**src/rtl/rom128x32_arbiter.sv**
```systemverilog
`default_nettype none
// ============================================================================
//  Module   : rom128x32_arbiter
//  Purpose  : Shares one 128x32 single-port synchronous ROM macro between two
//             read requesters. Round-robin arbitration, ROM CEB/A generation
//             and a held response register with per-port valid/ready.
//  Ports    : clk, resetn             clock, synchronous active-low reset
//             Req0/Addr0/Gnt0         port 0 request, address, grant
//             RspValid0/RspReady0     port 0 response handshake
//             Req1/Addr1/Gnt1         port 1 request, address, grant
//             RspValid1/RspReady1     port 1 response handshake
//             RspData                 shared response data
//             RomCEB/RomA/RomQ        ROM macro interface (CEB active low)
//  Revision : 1.0  initial release
// ============================================================================
module rom128x32_arbiter #(
  parameter int ADDR_W = 7,
  parameter int DATA_W = 32
) (
  input  logic              clk,
  input  logic              resetn,
  input  logic              Req0,
  input  logic [ADDR_W-1:0] Addr0,
  output logic              Gnt0,
  output logic              RspValid0,
  input  logic              RspReady0,
  input  logic              Req1,
  input  logic [ADDR_W-1:0] Addr1,
  output logic              Gnt1,
  output logic              RspValid1,
  input  logic              RspReady1,
  output logic [DATA_W-1:0] RspData,
  output logic              RomCEB,
  output logic [ADDR_W-1:0] RomA,
  input  logic [DATA_W-1:0] RomQ
);

  typedef enum logic [1:0] {
    ST_IDLE   = 2'd0,
    ST_ACCESS = 2'd1,
    ST_RESP   = 2'd2
  } state_t;

  state_t            state_q, state_d;
  logic              prio_q, prio_d;
  logic              owner_q, owner_d;
  logic              rsp_valid_q, rsp_valid_d;
  logic [DATA_W-1:0] rsp_data_q, rsp_data_d;

  logic w_accept;
  logic w_grant_ok;
  logic w_winner;
  logic w_grant;

  // Grant decision. Held in reset so no ROM access or grant leaks out while
  // resetn is low. Only the owner's ready can accept the held response.
  always_comb begin
    w_accept   = (state_q == ST_RESP) && (owner_q ? RspReady1 : RspReady0);
    w_grant_ok = resetn && ((state_q == ST_IDLE) || w_accept);
    w_winner   = (Req0 && Req1) ? prio_q : Req1;
    w_grant    = w_grant_ok && (Req0 || Req1);
  end

  assign Gnt0      = w_grant && !w_winner;
  assign Gnt1      = w_grant &&  w_winner;
  assign RomCEB    = !w_grant;
  assign RomA      = w_grant ? (w_winner ? Addr1 : Addr0) : '0;
  assign RspValid0 = rsp_valid_q && !owner_q;
  assign RspValid1 = rsp_valid_q &&  owner_q;
  assign RspData   = rsp_data_q;

  always_comb begin
    state_d     = state_q;
    prio_d      = prio_q;
    owner_d     = owner_q;
    rsp_valid_d = rsp_valid_q;
    rsp_data_d  = rsp_data_q;

    case (state_q)
      ST_IDLE: begin
        if (w_grant) state_d = ST_ACCESS;
      end
      ST_ACCESS: begin
        // ROM output is valid exactly one cycle after the enabled edge.
        rsp_data_d  = RomQ;
        rsp_valid_d = 1'b1;
        state_d     = ST_RESP;
      end
      ST_RESP: begin
        // Accept overlaps the next grant to sustain one read per 2 cycles.
        if (w_accept) begin
          rsp_valid_d = 1'b0;
          state_d     = w_grant ? ST_ACCESS : ST_IDLE;
        end
      end
      default: begin
        state_d = ST_IDLE;
      end
    endcase

    if (w_grant) begin
      owner_d = w_winner;
      prio_d  = !w_winner;
    end
  end

  always_ff @(posedge clk) begin
    if (!resetn) begin
      state_q     <= ST_IDLE;
      prio_q      <= 1'b0;
      owner_q     <= 1'b0;
      rsp_valid_q <= 1'b0;
      rsp_data_q  <= '0;
    end else begin
      state_q     <= state_d;
      prio_q      <= prio_d;
      owner_q     <= owner_d;
      rsp_valid_q <= rsp_valid_d;
      rsp_data_q  <= rsp_data_d;
    end
  end

endmodule
`default_nettype wire
```
**config.mk**
```make
export PLATFORM = sky130hd
export DESIGN_NAME = rom128x32_arbiter
export DESIGN_NICKNAME = d
export VERILOG_FILES = /design/src/rtl/rom128x32_arbiter.sv
export SDC_FILE = /design/constraint.sdc
export NUM_CORES = 1
export LEC_CHECK = 0
export BUFFER_PORTS_ARGS = -buffer_cell sky130_fd_sc_hd__buf_4
export CORE_MARGIN = 4
export CORE_UTILIZATION = 42
export DETAILED_ROUTE_END_ITERATION = 7
export PLACE_DENSITY = 0.88
export SYNTH_ARGS = -nofsm -noshare
export SYNTH_HDL_FRONTEND = slang
export SYNTH_SLANG_ARGS = --single-unit
```
**constraint.sdc**
```tcl
create_clock -name clk -period 1.4 [get_ports clk]
set_clock_uncertainty 0.05 [all_clocks]
set_input_delay 0 -clock clk [delete_from_list [all_inputs] [get_ports clk]]
set_output_delay 0 -clock clk [all_outputs]
set_load 0.01 [all_outputs]
```
### Word level (Yosys, flattened, before mapping)

Index checks and enable logic that the tools add are counted.

* bits in registers: 37
* logic and storage cells: 36
* output and inout bits: 44
* bits of input ports: 52

* equal/unequal tests: 4
* muxes and demuxes: 10
* reductions and logical operators: 17

Operators with widths (count)
* $mux 7: 2
* $logic_and 1x1->1: 8
* $pmux 2 s3: 1
* $mux 1: 4
* $mux 2: 2
* $ne 2x2->1 const B: 2
* $reduce_and 2->1: 2
* $logic_not 1->1: 3
* $eq 2x1->1 const B: 1
* $eq 2x2->1 const B: 1
* $logic_not 2->1: 1
* $logic_or 1x1->1: 2
* $pmux 1 s2: 1
* $reduce_bool 2->1: 1

### Depth between registers and ports, before layout

Gate-level depths: netlist (run 1).

* word-level depth: 8
* gate-level depth with buffers: 5
* mapped depth without buffers: 3

### Worst setup path after synthesis (run 1)

OpenSTA, ideal clock, no wires.

* path kind: reg-to-reg
* start: reg owner_q
* end: reg state_q[0]
* arrival time: 1.113 ns
* data required time: 1.238 ns
* stages on the path, launching flop included: 5
* setup time: 0.112 ns
* path buffers: 1
* clock period less this slack: 1.275 ns
* path slack: 0.125 ns
* cells stage by stage: dfxtp_1 mux2_4 o2111ai_4 buf_6 inv_1

* longest elaborated chain between the ends: 8
* elaborated cells between the ends (all ways): 11
* those cells by class: eq/ne: 2; mux: 4; reduce/logical: 5

RTL lines
* start, declared: line 46 `logic owner_q, owner_d;`
* start signal, assigned: line 117 `owner_q <= owner_d;`
* $mux 1 (*): line 58 `w_accept = (state_q == ST_RESP) && (owner_q ? RspReady1 : RspReady0);`
* $logic_and 1x1->1 (*): line 58
* $logic_or 1x1->1: line 59 `w_grant_ok = resetn && ((state_q == ST_IDLE) || w_accept);`
* $logic_and 1x1->1: line 59
* $logic_and 1x1->1: line 61 `w_grant = w_grant_ok && (Req0 || Req1);`
* $mux 1: line 93 `state_d = w_grant ? ST_ACCESS : ST_IDLE;`
* $mux 2: line 91 `if (w_accept) begin`
* $pmux 2 s3: line 79 `case (state_q)`
* end signal, assigned: line 115 `state_q <= state_d;`
* end, declared: line 44 `state_t state_q, state_d;`

Mark *: on every way between the ends. The rest lies on a longest branch, timed or not. The select of a mux whose other input is x is not followed.
A chain may end at the register's enable or synchronous reset.

### Final worst setup path (run 1)

* start: reg owner_q
* end: out RomA[0]

* longest elaborated chain between the ends: 6

RTL lines
* $mux 1: line 58
* $logic_and 1x1->1: line 58
* $logic_or 1x1->1: line 59
* $logic_and 1x1->1: line 59
* $logic_and 1x1->1: line 61
* $mux 7: line 67 `assign RomA = w_grant ? (w_winner ? Addr1 : Addr0) : '0;`
* end, declared: line 34 `output logic [ADDR_W-1:0] RomA,`

Every way passes these cells.

==> flow_summary.ini, run 1 <==
[clock_network]
clock-root-buffer = clkbuf_8
clk_pin_slew_ns = 0.07
clk_path_buf_depth = 2
cts.htree.levels = 2
clk_latency_ns = 0.28
cts_tree = done
cts_buffers = 5
clkSinkCount = 37

[power]
swShare = 0.265
p_per_area_nw_per_um2 = 914
vdd_drop_max_uv = 700
p_int_uw = 1890
power_frac_clock = 0.285
switching_power_uw = 681
power.leakage_uw = 0.00125
combPwrFrac = 0.261
p_seq_frac = 0.454

[outcome]
violations = negative setup slack
status = complete, but fails checks

[route]
firstDrtPassIters = 4
vias = 1789
ant_nets = 0
drt_iter0_drc = 157
wl_per_cell_um = 14.0
drt-total-wl_mm = 5.17
drc = 0
viasPerCell = 4.84

[timing]
fin_crit_ns = 1.50
relSlewSlack = 0.760
hold_viol = 0
rsz0062_at_grt = yes
period_share = 1.07
setup_tns_ns = -1.13
setup_ws_ns = -0.105
setup_viol = 12
max_freq_mhz = 665
final_max_slew_viol_count = 0
worst_pin_slew_ns = 0.360

[die]
core-area_sq_um = 3660
ioPinCount = 96
dieWidth_um = 69.4
start_util = 0.433
fp.dieH_um = 69.4
die_area_sq_um = 4820
placementRows = 22

[hold_path]
hold_start = Req1
hold-path-endpoint = owner_q
hold_depth = 3
min_path_type = input port to flop

[grt]
grt_pass1_wl_mm = 8.35
overflow = 0
grt_antenna_before_repair = 0
grt_pass1_vias = 1770
grt_use_total = 0.215
grt_max_degree = 39

[final_layout]
multi_input_area_sq_um = 795
nFillCells = 252
final_common_cell = buf_4
antenna_cells = 0
nets = 374
ff_latch_area_sq_um = 742
syn2layout_area_growth_pct = 77.7
final_cell_mix = buf_4 (102), nand2_1 (66), dfxtp_1 (36)
drive_gt1_frac = 0.376
layout.cells.non_filler = 370
final_area_sq_um = 2820
final_core_util = 0.769

[place]
pre_cts_ws_ns = -0.0487
place_hpwl_mm = 2.94
dp.cells = 326
postPlaceCellArea_sq_um = 2340
gp_congestion = 0.724
port_buffers = 95

[yosys]
synth_cell_type_count = 23
synth_nets = 244
ys_seq_elements = 37
synthCells = 192
synth_warnings = 0
synthesis.area_sq_um = 1580
seq_area_frac_synth = 0.468
avgSynthCellArea_sq_um = 8.25

[setup_path]
crit_fanout = 6
r2r_setup_slack_ns = -0.10
end_kind = output pin
crit_path_top_delay_cell = dfxtp_2
cp.arrival_ns = 1.45
start_kind = flop
r2r_end = prio_q
crit_required_ns = 1.35
reg2reg_depth = 5
cp_num_buf_inv = 1
cp_top_family = compound AO/OA/AOI/OAI gates
slowest_delay_ns = 0.34
crit_type = flop to output pin
r2r_start = owner_q
crit_chain = mux2_4 > o2111ai_4 > a21oi_2 > buf_4

[flow_run]
max-cap-violations = 0
## cells in the mapped netlist
master	number	share of area
nand2_1	66	0.16
dfxtp_1	37	0.47
a21boi_0	32	0.15
buf_2	8	0.025
o21ai_0	8	0.025
a21oi_1	7	0.022
nand3b_1	7	0.033
clkbuf_1	4	0.0095
inv_1	4	0.0095
nor2_1	3	0.0071
mux2i_1	2	0.013
nand2b_1	2	0.0079
nor2b_1	2	0.0079
a31oi_1	1	0.0040
and2_2	1	0.0047
and2b_2	1	0.0055
buf_4	1	0.0047
buf_6	1	0.0071
mux2_4	1	0.0095
nor3_1	1	0.0032
o2111ai_4	1	0.017
o21a_1	1	0.0047
or2_2	1	0.0040
## logic make-up after synthesis
logic type             Yosys count  synth area share
buffers and inverters           18            0.0561
DFF                             37             0.468
and+or+nand+nor                 84             0.230
muxes                            3            0.0221
AOI/OAI and AO/OA               50             0.224
## through the flow
step	hold WS [ns]	power, uW
floorplan	0.0949	1450
global placement	0.211	1730
detailed placement	0.219	1740
CTS	0.0263	2570
global route	0.0525	2700
finish	0.0303	2570
## cell type report
cell class,instances,area share
clock buffers,7,0.0307
flip-flops and latches,37,0.264
multi-input cells,138,0.282
inverters,4,0.00533
repair buffers,136,0.397
well taps,48,0.0213
## flip-flops by register name, indices dropped and copies added, names as in the netlist
name	flops
owner_q	1
state_q	2
RspData	32
prio_q	1
rsp_valid_q	1
## how the worst max path moves through the flow
stage / startpoint / endpoint / slack [ns] / cells after the start
2_1_floorplan: owner_q / state_q[0] / 0.13 / 4
3_3_place_gp: owner_q / owner_q / 0.05 / 3
3_5_place_dp: owner_q / owner_q / -0.05 / 3
4_1_cts: owner_q / Gnt0 / -0.13 / 4
5_1_grt: owner_q / RomA[3] / -0.17 / 4
6_report: owner_q / RomA[0] / -0.10 / 4
## layer usage
layer | vias to the layer above | share of wire | GRT usage
met1 | 808 | 0.40 | 0.238
li1 | 886 | - | -
met2 | 87 | 0.49 | 0.367
met3 | 8 | 0.10 | 0.0884
met5 | - | 0 | 0
met4 | 0 | 0.016 | 0.0803
## worst min-delay path: cells and delay by family
family	cells	cell delay (ns)
buffers and inverters	1	0.15
and+or+nand+nor	1	0.09
muxes	1	0.07
## power groups by stage
stage / sequential, uW / combinational [uW] / clock, uW
final: 1170 / 672 / 733
after global routing: 1180 / 728 / 792
after CTS: 1170 / 656 / 746
after detailed placement: 1190 / 553 / 0
after global placement: 1190 / 540 / 0
after floorplan: 1210 / 239 / 0
## repair_timing
item,in CTS,in global routing
setup buffers,4,1
endpoints found under the hold margin,32,0
hold buffers,32,0
pin swaps,3,2
resized for setup,4,3
endpoints found under the setup margin,12,13
cloned,1,0
No activity file was read; power rests on OpenSTA's default activity.
==> inputs of run 2 (changes only) <==
--- a/config.mk
+++ b/config.mk
@@ -6,10 +6,12 @@
 export NUM_CORES = 1
 export LEC_CHECK = 0
 export BUFFER_PORTS_ARGS = -buffer_cell sky130_fd_sc_hd__buf_4
+export CELL_PAD_IN_SITES_DETAIL_PLACEMENT = 1
+export CELL_PAD_IN_SITES_GLOBAL_PLACEMENT = 1
 export CORE_MARGIN = 4
-export CORE_UTILIZATION = 42
+export CORE_UTILIZATION = 29
 export DETAILED_ROUTE_END_ITERATION = 7
-export PLACE_DENSITY = 0.88
+export PLACE_DENSITY = 0.89
 export SYNTH_ARGS = -nofsm -noshare
 export SYNTH_HDL_FRONTEND = slang
 export SYNTH_SLANG_ARGS = --single-unit
==> constraint.sdc (replaced) <==
create_clock -name clk -period 1.4 [get_ports clk]
set_clock_uncertainty 0.05 [all_clocks]
set_input_delay 0 -clock clk [delete_from_list [all_inputs] [get_ports clk]]
set_output_delay 0 -clock clk [all_outputs]
set_load 0.005 [all_outputs]
==> run 2 against run 1 <==
  * The run still ends with negative setup slack left
  * Routed wire length grew 21%
  * Via count grew 3.4%
  * Total power grew 0.29%
  * Sequential power is essentially flat
  * Die area grew 39%
  * Maximum frequency shrank 5.8%
  * Largest cell class unchanged
  * Largest power group unchanged
==> flow_summary.ini, run 2 (same netlist as run 1, synthesis figures left out) <==
[timing]
setup_viol = 12
max_freq_mhz = 626
period_share = 1.14
worst_pin_slew_ns = 0.292
rsz0062_at_grt = yes
setup_ws_ns = -0.197
relSlewSlack = 0.803
final_max_slew_viol_count = 0
hold_viol = 0
fin_crit_ns = 1.60

[setup_path]
slowest_delay_ns = 0.35
crit_path_start = owner_q
cp_num_buf_inv = 2
crit_required_ns = 1.35
crit_chain = mux2_4 > o2111ai_4 > buf_6 > a21oi_2 > buf_4
r2r_setup_slack_ns = -0.07
crit_path_top_delay_cell = dfxtp_2
r2r_end = owner_q
cp.arrival_ns = 1.55
end_kind = output pin
reg2reg_depth = 5
path_depth = 5
crit_type = flop to output pin
r2r_start = owner_q
crit_fanout = 5
cp_top_family = flip-flops
start_kind = flop
crit_end = RomA[3]

[hold_path]
min_path_type = input port to flop
hold_start = resetn

[power]
finalPower_uw = 2580
vdd_drop_max_uv = 361
p_per_area_nw_per_um2 = 902
power.leakage_uw = 0.00127

[final_layout]
largest_reg_flops = 32
final_cell_mix = buf_4 (105), nand2_1 (66), dfxtp_1 (36)
nets = 378
antenna_cells = 0
nFillCells = 634
ff_latch_area_sq_um = 742
multi_input_area_sq_um = 779
final_common_cell = buf_4
drive_gt1_frac = 0.390
syn2layout_area_growth_pct = 80.7

[place]
place_hpwl_mm = 3.86
port_buffers = 95
pre_cts_ws_ns = 0.0115
gp_congestion = 0.692

[clock_network]
cts_buffers = 5
clk_pin_slew_ns = 0.07
clk_path_buf_depth = 2
clk_latency_ns = 0.28
clkSinkCount = 37
cts_tree = done
cts.htree.levels = 2
clock-root-buffer = clkbuf_8

[grt]
grt_max_degree = 24
overflow = 0
grt_use_total = 0.194
grt_pass1_wl_mm = 9.86
grt_pass1_vias = 2075
grt_antenna_before_repair = 0

[route]
ant_nets = 0
drt-total-wl_mm = 6.25
firstDrtPassIters = 2
viasPerCell = 4.67
wl_per_cell_um = 15.8
drc = 0
vias = 1850
drt_iter0_drc = 28

[outcome]
violations = negative setup slack
status = complete, but fails checks

[die]
core-area_sq_um = 5200
fp.dieH_um = 81.9
start_util = 0.304
dieWidth_um = 81.9
ioPinCount = 96
die_area_sq_um = 6710
placementRows = 26

[flow_run]
max-cap-violations = 0
run 2: report_power, final:
group / switching, uW / leakage, uW / internal (uW)
Sequential: 44.2 / 0.000303 / 1130
Combinational: 277 / 0.000923 / 380
Clock: 363 / 0.0000443 / 391
Total: 684 / 0.00127 / 1900
run 2: final cells by class:
| class | instances | area share |
|---|---|---|
| Tap cell | 70 | 0.0306 |
| Clock buffer | 7 | 0.0302 |
| Inverter | 4 | 0.00524 |
| Sequential cell | 37 | 0.259 |
| Multi-Input combinational cell | 137 | 0.272 |
| Timing Repair Buffer | 141 | 0.403 |
run 2: per-layer routing:
| metal | global-route usage | up-vias | share of wire |
|---|---|---|---|
| met2 | 0.385 | 80 | 0.55 |
| met5 | 0 | - | 0 |
| li1 | - | 892 | - |
| met4 | 0.0797 | 0 | 0.025 |
| met3 | 0.0658 | 15 | 0.095 |
| met1 | 0.176 | 863 | 0.33 |
run 2: repair_timing:
action                                  CTS  global route
buffers inserted                          3             1
hold buffers                             32             1
gates cloned                              1             0
hold endpoints to repair                 32             1
endpoints found under the setup margin   10            12
pin swaps                                 1             1
resized for setup                         9             2
run 2: how the worst min path moves through the flow:
stage / endpoint / cells after the start
after floorplan: RomA[4] / 2
after global placement: RspData[10] / 3
after detailed placement: RspData[30] / 3
after CTS: state_q[1] / 2
after global routing: RspData[30] / 2
final: RspData[1] / 2
run 2: stage by stage:
| step | utilization | instance area (sq um) | TNS, ns | std cells | hold slack [ns] |
|---|---|---|---|---|---|
| after floorplan | - | 1580 | 0 | 192 | 0.0697 |
| after CTS | 0.545 | 2840 | -1.84 | 394 | 0.00593 |
| after global routing | 0.550 | 2860 | -2.62 | 396 | 0.0156 |
| final | 0.550 | 2860 | -1.96 | 396 | 0.0161 |
| after detailed placement | 0.456 | 2370 | 0 | 351 | 0.222 |
| after global placement | 0.456 | 2370 | 0 | 351 | 0.213 |
==> inputs of run 3 (changes only) <==
--- a/config.mk
+++ b/config.mk
@@ -11,7 +11,7 @@
 export CORE_MARGIN = 4
 export CORE_UTILIZATION = 29
 export DETAILED_ROUTE_END_ITERATION = 7
-export PLACE_DENSITY = 0.89
+export PLACE_DENSITY = 0.83
 export SYNTH_ARGS = -nofsm -noshare
 export SYNTH_HDL_FRONTEND = slang
 export SYNTH_SLANG_ARGS = --single-unit
==> run 3 against run 2 <==
  * Routed wire length shrank 11%
  * Count of clock-buffer cells in the layout did not move
  * Sequential power about the same
  * Cell area grew 0.35%
  * Via count down 4.2%
  * Sequential cell count did not move
  * Largest power group unchanged
  * Highest routed layer unchanged
  * Core utilization grew 0.19 points
  * Combinational power shrank 2%
  * Die area unchanged
  * Global-route usage fell by 2.2 points
  * Cell count decreased by 1.0%
  * The flow still finishes with violations (negative setup slack)
  * Worst setup slack improved by 0.058 ns
==> flow_summary.ini, run 3 (same netlist as run 1, synthesis figures left out) <==
[grt]
overflow = 0
busiest_layer = met2
grt_use_total = 0.173
use_met2 = 0.330
grt_pass1_wl_mm = 8.96
use_met1 = 0.187
grt_antenna_before_repair = 0
grt_pass1_vias = 1934
grt_max_degree = 39
use_met3 = 0.0515

[setup_path]
r2r_setup_slack_ns = -0.06
crit_path_start = owner_q
crit_end = RomA[2]
end_kind = output pin
crit_chain = mux2_4 > o2111ai_4 > a21oi_1 > buf_4
crit_type = flop to output pin
crit_path_top_delay_cell = dfxtp_2
cp.arrival_ns = 1.49
crit_fanout = 6
start_kind = flop
r2r_start = owner_q
slowest_delay_ns = 0.34
reg2reg_depth = 4
crit_required_ns = 1.35
r2r_end = owner_q

[power]
swShare = 0.242
combPwrFrac = 0.233
power_frac_clock = 0.341
switching_power_uw = 666
p_per_area_nw_per_um2 = 956
p_int_uw = 2080
vdd_drop_max_uv = 397
finalPower_uw = 2750
p_seq_frac = 0.426
power.leakage_uw = 0.00126

[place]
port_buffers = 95
gp_congestion = 0.653
dp.cells = 349
place_hpwl_mm = 3.60
pre_cts_ws_ns = -0.0399

[route]
vias = 1772
firstDrtPassIters = 3
viasPerCell = 4.52
drc = 0
wl_per_cell_um = 14.2
drt_iter0_drc = 28
ant_nets = 0
drt-total-wl_mm = 5.56

[timing]
period_share = 1.10
relSlewSlack = 0.759
setup_ws_ns = -0.140
fin_crit_ns = 1.54
setup_viol = 12
setup_tns_ns = -1.19
max_freq_mhz = 649
rsz0062_at_grt = yes
worst_pin_slew_ns = 0.362
final_max_slew_viol_count = 0
hold_viol = 0

[clock_network]
clkSinkCount = 37
cts_buffers = 5
clk_pin_slew_ns = 0.07
clk_path_buf_depth = 2
clock-root-buffer = clkbuf_8
clk_latency_ns = 0.27
cts_tree = done
cts.htree.levels = 2

[die]
placementRows = 26
ioPinCount = 96
core-area_sq_um = 5200
start_util = 0.304
dieWidth_um = 81.9
die_area_sq_um = 6710
fp.dieH_um = 81.9

[outcome]
violations = negative setup slack
status = complete, but fails checks

[final_layout]
syn2layout_area_growth_pct = 81.4
multi_input_area_sq_um = 798
antenna_cells = 0
final_cell_mix = buf_4 (100), nand2_1 (66), dfxtp_1 (36)
drive_gt1_frac = 0.379
final_common_cell = buf_4
ff_latch_area_sq_um = 742
largest_reg_flops = 32
final_core_util = 0.552
nets = 373
layout.cells.non_filler = 392
nFillCells = 612

[flow_run]
max-cap-violations = 0

[hold_path]
min_path_type = input port to flop
run 3: changes by cell type in the layout (fill, tap and decap cells not counted):
cell           before  now
o2111ai_4           1    2
a21oi_2             6    4
bufinv_16           0    1
a21oi_1             1    3
buf_6               3    2
buf_4             105  100
dlygate4sd3_1      33   32
buf_12              0    1
run 3: layer usage:
layer / vias to the layer above / part of all wire
li1: 884 / -
met2: 67 / 0.53
met5: - / 0
met1: 819 / 0.38
met4: 0 / 0.0034
met3: 2 / 0.089
run 3: cell type report:
cell class,instances,area share
timing repair buffer,135,0.388
multi-input combinational,138,0.278
sequential,37,0.258
tap,70,0.0305
clock buffer,7,0.0301
clock inverter,1,0.0105
inverter,4,0.00523
run 3: metrics by stage:
stage               hold slack, ns  instance area (sq um)
finish                      0.0320                   2870
global route                0.0455                   2870
CTS                         0.0186                   2870
detailed placement           0.222                   2370
global placement             0.212                   2370
floorplan                   0.0697                   1580
run 3: worst max-delay path: cells and delay by family, from the launching register on:
| kind | cells | cell delay (ns) |
|---|---|---|
| muxes | 1 | 0.34 |
| DFF | 1 | 0.34 |
| AOI/OAI and AO/OA | 2 | 0.39 |
| buffers and inverters | 1 | 0.15 |
run 3: what timing repair did:
action	CTS	global route
hold buffers	32	0
buffers inserted	2	0
pin swaps	4	1
endpoints found under the hold margin	32	0
resized for setup	7	1
setup endpoints to repair	12	12
cloned	1	0
run 3: worst min path at each step:
stage          slack, ns           to  cells past startpoint  startpoint
4_1_cts             0.02      owner_q                      3        Req1
3_5_place_dp        0.22  RspData[22]                      3    RomQ[22]
6_report            0.03      owner_q                      3        Req1
3_3_place_gp        0.21   RspData[9]                      3     RomQ[9]
2_1_floorplan       0.07      RomA[4]                      2    Addr1[4]
5_1_grt             0.05      owner_q                      3        Req1
run 3: power groups by stage:
stage | logic (uW) | registers [uW] | clock network (uW)
after global routing | 708 | 1180 | 1010
final | 640 | 1170 | 937
after global placement | 524 | 1190 | 0
after CTS | 642 | 1170 | 980
after floorplan | 230 | 1190 | 0
after detailed placement | 537 | 1190 | 0
